[src/rtl/threshold_pkg.sv]
// Shared types and sizing helpers for the serial weighted-threshold scheduler.
package threshold_pkg;

  typedef enum logic [1:0] {IDLE, MAC, DONE} state_t;

  // Sum width that cannot overflow: full product plus log2(inputs) guard bits.
  function automatic int acc_width(input int w, input int n_in);
    return 2 * w + $clog2(n_in);
  endfunction

  function automatic int th_addr(input int n_in);
    return n_in;
  endfunction

endpackage

[src/rtl/threshold_mac.sv]
// Shared signed multiply-accumulate unit; acc_next exposes the sum including the current term.
module threshold_mac #(
  parameter int W = 32,
  parameter int ACC_W = 66
) (
  input  logic                    clk,
  input  logic                    rst_n,
  input  logic                    clr,
  input  logic                    en,
  input  logic signed [W-1:0]     a,
  input  logic signed [W-1:0]     b,
  output logic signed [ACC_W-1:0] acc,
  output logic signed [ACC_W-1:0] acc_next
);

  logic signed [2*W-1:0] prod;

  assign prod     = a * b;
  assign acc_next = acc + {{(ACC_W - 2 * W){prod[2*W-1]}}, prod};

  always_ff @(posedge clk) begin
    if (!rst_n) begin
      acc <= '0;
    end else if (clr) begin
      acc <= '0;
    end else if (en) begin
      acc <= acc_next;
    end
  end

endmodule

[src/rtl/threshold_seq_ctrl.sv]
// Serial scheduler for an N-input weighted threshold gate: one MAC shared across inputs.
//   state | meaning
//   IDLE  | ready for a vector; config writes accepted
//   MAC   | one term per cycle, idx = 0..N_IN-1
//   DONE  | result held on out_f/out_sum until out_ready
module threshold_seq_ctrl
  import threshold_pkg::*;
#(
  parameter int N_IN = 4,
  parameter int W = 32,
  localparam int ACC_W = acc_width(W, N_IN),
  localparam int AW = $clog2(N_IN + 1)
) (
  input  logic              clk,
  input  logic              rst_n,
  input  logic              cfg_we,
  input  logic [AW-1:0]     cfg_addr,
  input  logic [W-1:0]      cfg_wdata,
  output logic              cfg_busy,
  input  logic              in_valid,
  output logic              in_ready,
  input  logic [N_IN*W-1:0] x,
  output logic              out_valid,
  input  logic              out_ready,
  output logic              out_f,
  output logic [ACC_W-1:0]  out_sum
);

  localparam int IDX_W = $clog2(N_IN);
  localparam logic [AW-1:0] TH_ADDR = AW'(th_addr(N_IN));

  state_t                  state;
  logic [IDX_W-1:0]        idx;
  logic signed [W-1:0]     w_cfg  [N_IN];
  logic signed [W-1:0]     th_cfg;
  logic signed [W-1:0]     w_snap [N_IN];
  logic signed [W-1:0]     th_snap;
  logic signed [W-1:0]     x_reg  [N_IN];
  logic signed [ACC_W-1:0] acc;
  logic signed [ACC_W-1:0] acc_next;
  logic signed [ACC_W-1:0] th_ext;
  logic                    accept;

  assign accept = (state == IDLE) && in_valid;
  assign th_ext = {{(ACC_W - W){th_snap[W-1]}}, th_snap};

  always_ff @(posedge clk) begin
    if (!rst_n) begin
      for (int i = 0; i < N_IN; i++) w_cfg[i] <= '0;
      th_cfg <= '0;
    end else if (cfg_we && state == IDLE) begin
      if (cfg_addr == TH_ADDR) begin
        th_cfg <= cfg_wdata;
      end else if (cfg_addr < TH_ADDR) begin
        w_cfg[cfg_addr[IDX_W-1:0]] <= cfg_wdata;
      end
    end
  end

  // Weights and threshold are snapshotted at accept so a same-cycle config write
  // only affects the following vector.
  always_ff @(posedge clk) begin
    if (!rst_n) begin
      state     <= IDLE;
      idx       <= '0;
      in_ready  <= 1'b1;
      out_valid <= 1'b0;
      cfg_busy  <= 1'b0;
      out_f     <= 1'b0;
      out_sum   <= '0;
      th_snap   <= '0;
      for (int i = 0; i < N_IN; i++) begin
        x_reg[i]  <= '0;
        w_snap[i] <= '0;
      end
    end else begin
      case (state)
        IDLE: begin
          if (in_valid) begin
            for (int i = 0; i < N_IN; i++) x_reg[i] <= x[i*W +: W];
            w_snap   <= w_cfg;
            th_snap  <= th_cfg;
            idx      <= '0;
            state    <= MAC;
            in_ready <= 1'b0;
            cfg_busy <= 1'b1;
          end
        end
        MAC: begin
          idx <= idx + 1'b1;
          if (idx == IDX_W'(N_IN - 1)) begin
            idx       <= '0;
            out_sum   <= acc_next;
            out_f     <= (acc_next >= th_ext);
            out_valid <= 1'b1;
            state     <= DONE;
          end
        end
        DONE: begin
          if (out_ready) begin
            out_valid <= 1'b0;
            in_ready  <= 1'b1;
            cfg_busy  <= 1'b0;
            state     <= IDLE;
          end
        end
        default: begin
          state     <= IDLE;
          idx       <= '0;
          in_ready  <= 1'b1;
          out_valid <= 1'b0;
          cfg_busy  <= 1'b0;
        end
      endcase
    end
  end

  threshold_mac #(.W(W), .ACC_W(ACC_W)) u_mac (
    .clk      (clk),
    .rst_n    (rst_n),
    .clr      (accept),
    .en       (state == MAC),
    .a        (x_reg[idx]),
    .b        (w_snap[idx]),
    .acc      (acc),
    .acc_next (acc_next)
  );

endmodule

[config.mk]
export PLATFORM = sky130hd
export DESIGN_NAME = threshold_seq_ctrl
export DESIGN_NICKNAME = d
export VERILOG_FILES = /design/src/rtl/threshold_pkg.sv /design/src/rtl/threshold_mac.sv /design/src/rtl/threshold_seq_ctrl.sv
export SDC_FILE = /design/constraint.sdc
export NUM_CORES = 2
export LEC_CHECK = 0
export ABC_AREA = 1
export CAP_MARGIN = 5
export CORE_UTILIZATION = 56
export DETAILED_ROUTE_END_ITERATION = 10
export HOLD_SLACK_MARGIN = 0.15
export PLACE_DENSITY = 0.86
export SYNTH_ARGS = -nofsm -noshare
export SYNTH_HDL_FRONTEND = slang
export SYNTH_SLANG_ARGS = --single-unit
[constraint.sdc]
create_clock -name clk -period 12.5 [get_ports clk]
set_clock_uncertainty 0.15 [all_clocks]
set_input_delay 2.5 -clock clk [delete_from_list [all_inputs] [get_ports clk]]
set_output_delay 2.5 -clock clk [all_outputs]
set_load 0.01 [all_outputs]
==> impl_metrics.csv <==
group,metric,value,unit
status,status,"finished, violations left",
status,violations,"max-capacitance violations",
routing,dr_total_vias,58320,
routing,drt_iter0_drc,6676,
setup_path,max_stage_delay,670,ps
timing,fmax,0.08284,GHz
layout,area_delta_synth_final,11.96,%
synth,netlist_instances,8343,
place,gp_routability_congestion,1.082,
synth,synth_top_cell_by_area,"fa_1",
cts,clock_latency,680,ps
synth,synth_compound_area_share,8.341,%
routing,ant_nets,0,
die,num_rows,125,
routing,wire_per_inst,22.22,µm
global_routing,grt_pass1_vias,59837,
layout,fill_cells,9594,
synth,synth_top_family_by_area,"adder cells",
routing,viasPerCell,5.712,
synth,synth.cell_area,66080,µm²
cts,cts_buffers,66,
routing,first_pass_iters,9,
power_and_ir_drop,irDropWorstVdd,0.1315,mV
flow_run,cap_violations,1,
synth,synthTopCellsByArea,"fa_1 33%, dfxtp_1 14%, inv_1 9.5%",
synth,syn-num-nets,9914,
die,core_area,116500,µm²
synth,ys_warn_count,0,
place,portBuffers,237,
global_routing,grt.total_usage,38.25,%
cts,cts.sinks,590,
global_routing,grt_max_degree,171,
global_routing,grt_pass1_wl,347600,µm
routing,wl,226800,µm
power_and_ir_drop,p_int,0.004737,W
synth,synth_edf_count,128,
power_and_ir_drop,p_per_area,115.1,nW/µm²
synth,avgSynthCellArea,7.920,µm²
setup_path,crit_fanout,22,
timing,finalMaxSlewViolations,0,
place,dp_cells,10071,
place,dp_hpwl,181100,µm
hold_path,hold_end,"w_snap[40]$_SDFFE_PN0P_",
synth,ys_seq_area_share,19.81,%
setup_path,end_kind,"flip-flop",
synth,muxShareOfSynthArea,0,%
synth,synthTopCellsByCount,"1,679 x inv_1, 1,432 x nor2_1, 1,412 x nand2_1, 1,083 x fa_1, 462 x dfxtp_1",
die,start_util,56.71,%
layout,final_cell_count_no_fill,10210,
cts,cts.clk_slew.worst_paths,60,ps
timing,tns,0,ps
synth,yosys.cell_count.top_type,"inv_1",
layout,drive_above_1_share,6.980,%
timing,relSlewSlack,0.9033,%
setup_path,cp-start-kind,"flip-flop",
setup_path,reg2reg_depth,47,
setup_path,crit_top_cell,"inv_1",
setup_path,worstSetupPathType,"reg -> reg",
setup_path,cp_num_buf_inv,14,
power_and_ir_drop,switchingPower,0.003780,W
timing,tightest_slew,1486,ps
layout,finalNetCount,10203,
power_and_ir_drop,power.static_leakage,36.56,nW
synth,synth_top_area_share,32.81,%
synth,synthXorXnorAreaFrac,1.375,%
die,die_w,345.5,µm
hold_path,hp-class,"reg -> reg",
timing,setup_viol,0,
cts,cts_tree,"done",
setup_path,cp.arrival,12490,ps
timing,hold_viol,0,
setup_path,crit_required,12920,ps
setup_path,path_delay_family,"adder cells",
power_and_ir_drop,swShare,44.38,%
die,io_pins,238,
cts,cts_buffer_depth,3,
hold_path,whs_path_depth,2,
hold_path,worstHoldStart,"w_snap[40]$_SDFFE_PN0P_",
setup_path,rrSetupSlack,430,ps
synth,synth_fa_ha_area_share,38.87,%
global_routing,antenna_found_initial,7,
synth,ys_types,55,
timing,post-route-min-period,12070,ps
die,die_area,119400,µm²
setup_path,r2r_end,"out_f$_SDFFE_PN0P_",
cts,cts-root-buf,"clkbuf_16",
power_and_ir_drop,p_comb_share,51.8,%
synth,synthFlopType,"dfxtp_1",
routing,drcViolationCount,0,
timing,fin_hold_ws,300.1,ps
synth,synthArstFlopShare,0,%
global_routing,overflow,0,
synth,synth-seq-cells,590,
synth,synthSimpleGateAreaFrac,19.63,%
power_and_ir_drop,seqPwrFrac,24.3,%
cts,htreeDepth,3,
die,dieHeight,345.5,µm
cts,postCtsHoldBufs,0,
power_and_ir_drop,clock_power_share,23.9,%
setup_path,critPathSlowestCell,"fa_1",
timing,period_share,96.57,%
==> cell usage in the layout, fill, tap and decap left out, types with 19 or more instances in the layout <==
cell / Yosys / routed
inv_1: 1679 / 1671
nor2_1: 1432 / 1429
nand2_1: 1412 / 1410
fa_1: 1083 / 1083
dfxtp_1: 462 / 460
o21ai_0: 403 / 403
ha_1: 320 / 320
buf_4: 6 / 310
nand3_1: 276 / 276
a21oi_1: 269 / 268
clkdlybuf4s50_1: 0 / 236
edfxtp_1: 128 / 128
o21bai_1: 78 / 78
xor2_1: 66 / 66
clkbuf_16: 0 / 66
inv_2: 43 / 37
a32oi_2: 22 / 37
nand4_1: 34 / 34
o21ai_1: 28 / 28
a32oi_1: 39 / 23
xnor2_1: 21 / 21
nor3_1: 25 / 21
o21a_1: 20 / 20
nor2_2: 19 / 19
==> logic make-up after synthesis <==
| kind of cell | after synthesis |
|---|---|
| AO/OA/AOI/OAI | 934 |
| AND/OR/NAND/NOR | 3254 |
| buffers and inverters | 2066 |
| flip-flops | 590 |
| adder cells (fa/ha/maj) | 1403 |
| XOR/XNOR | 96 |
==> timing repair <==
item,4_1_cts,5_1_grt
setup endpoints to repair,0,1
gates resized for setup,0,44
buffers inserted,0,17
==> layout make-up <==
class,instances,area (µm²),area share (%)
repair buffers,559,4901,6.625
flip-flops and latches,590,13100,17.71
inverters,1728,6544,8.845
clock buffers,93,1853,2.505
well taps,1524,1907,2.578
clock inverters,25,397.9,0.5378
diodes,4,10.01,0.01353
multi-input cells,5687,45270,61.19
==> routing by layer <==
layer  up-vias  share of wire (%)  global-route usage, %
met1     28274                 36                  47.89
met4         4                6.7                  21.30
met5         -             0.0084                      0
met3       797                 12                  10.34
li1      25665                  -                      -
met2      3580                 45                  60.10
==> worst register-to-register path, delay by kind of cell (launching register included) <==
family,cells,cell delay (ps)
adder cells (fa/ha/maj),11,5360
AND/OR/NAND/NOR,19,3270
buffers and inverters,14,2240
XOR/XNOR,1,370
flip-flops,1,330
AO/OA/AOI/OAI,2,270
==> power by group through the flow <==
stage               Clock, W  Combinational [W]  Sequential (W)
finish               0.00204            0.00441         0.00207
global route         0.00212            0.00473         0.00208
CTS                  0.00205            0.00428         0.00207
detailed placement         0            0.00422         0.00211
global placement           0            0.00416         0.00211
floorplan                  0            0.00241         0.00210
==> worst max-delay path by stage <==
stage / start / to / slack, ps / depth (start not counted)
floorplan: idx[0]$_SDFFE_PN0P_ / out_f$_SDFFE_PN0P_ / 1810 / 53
global placement: idx[1]$_SDFFE_PN0P_ / out_f$_SDFFE_PN0P_ / 250 / 46
detailed placement: idx[1]$_SDFFE_PN0P_ / out_f$_SDFFE_PN0P_ / 340 / 50
CTS: idx[1]$_SDFFE_PN0P_ / out_f$_SDFFE_PN0P_ / 240 / 47
global route: flip-flop / out_f$_SDFFE_PN0P_ / -40 / 52
finish: flip-flop / out_f$_SDFFE_PN0P_ / 430 / 47
==> through the flow <==
stage / utilization (%) / instance area, µm² / worst slack [ps] / total power [W]
finish: 63.49 / 73980 / 428.6 / 0.008518
global route: 63.49 / 73980 / -44.19 / 0.008921
CTS: 63.24 / 73690 / 239.9 / 0.008391
detailed placement: 61.31 / 71440 / 337.1 / 0.006333
global placement: 61.31 / 71440 / 248.3 / 0.006271
floorplan: - / 66080 / 1808 / 0.004501
(Power assumes the default switching activity.)
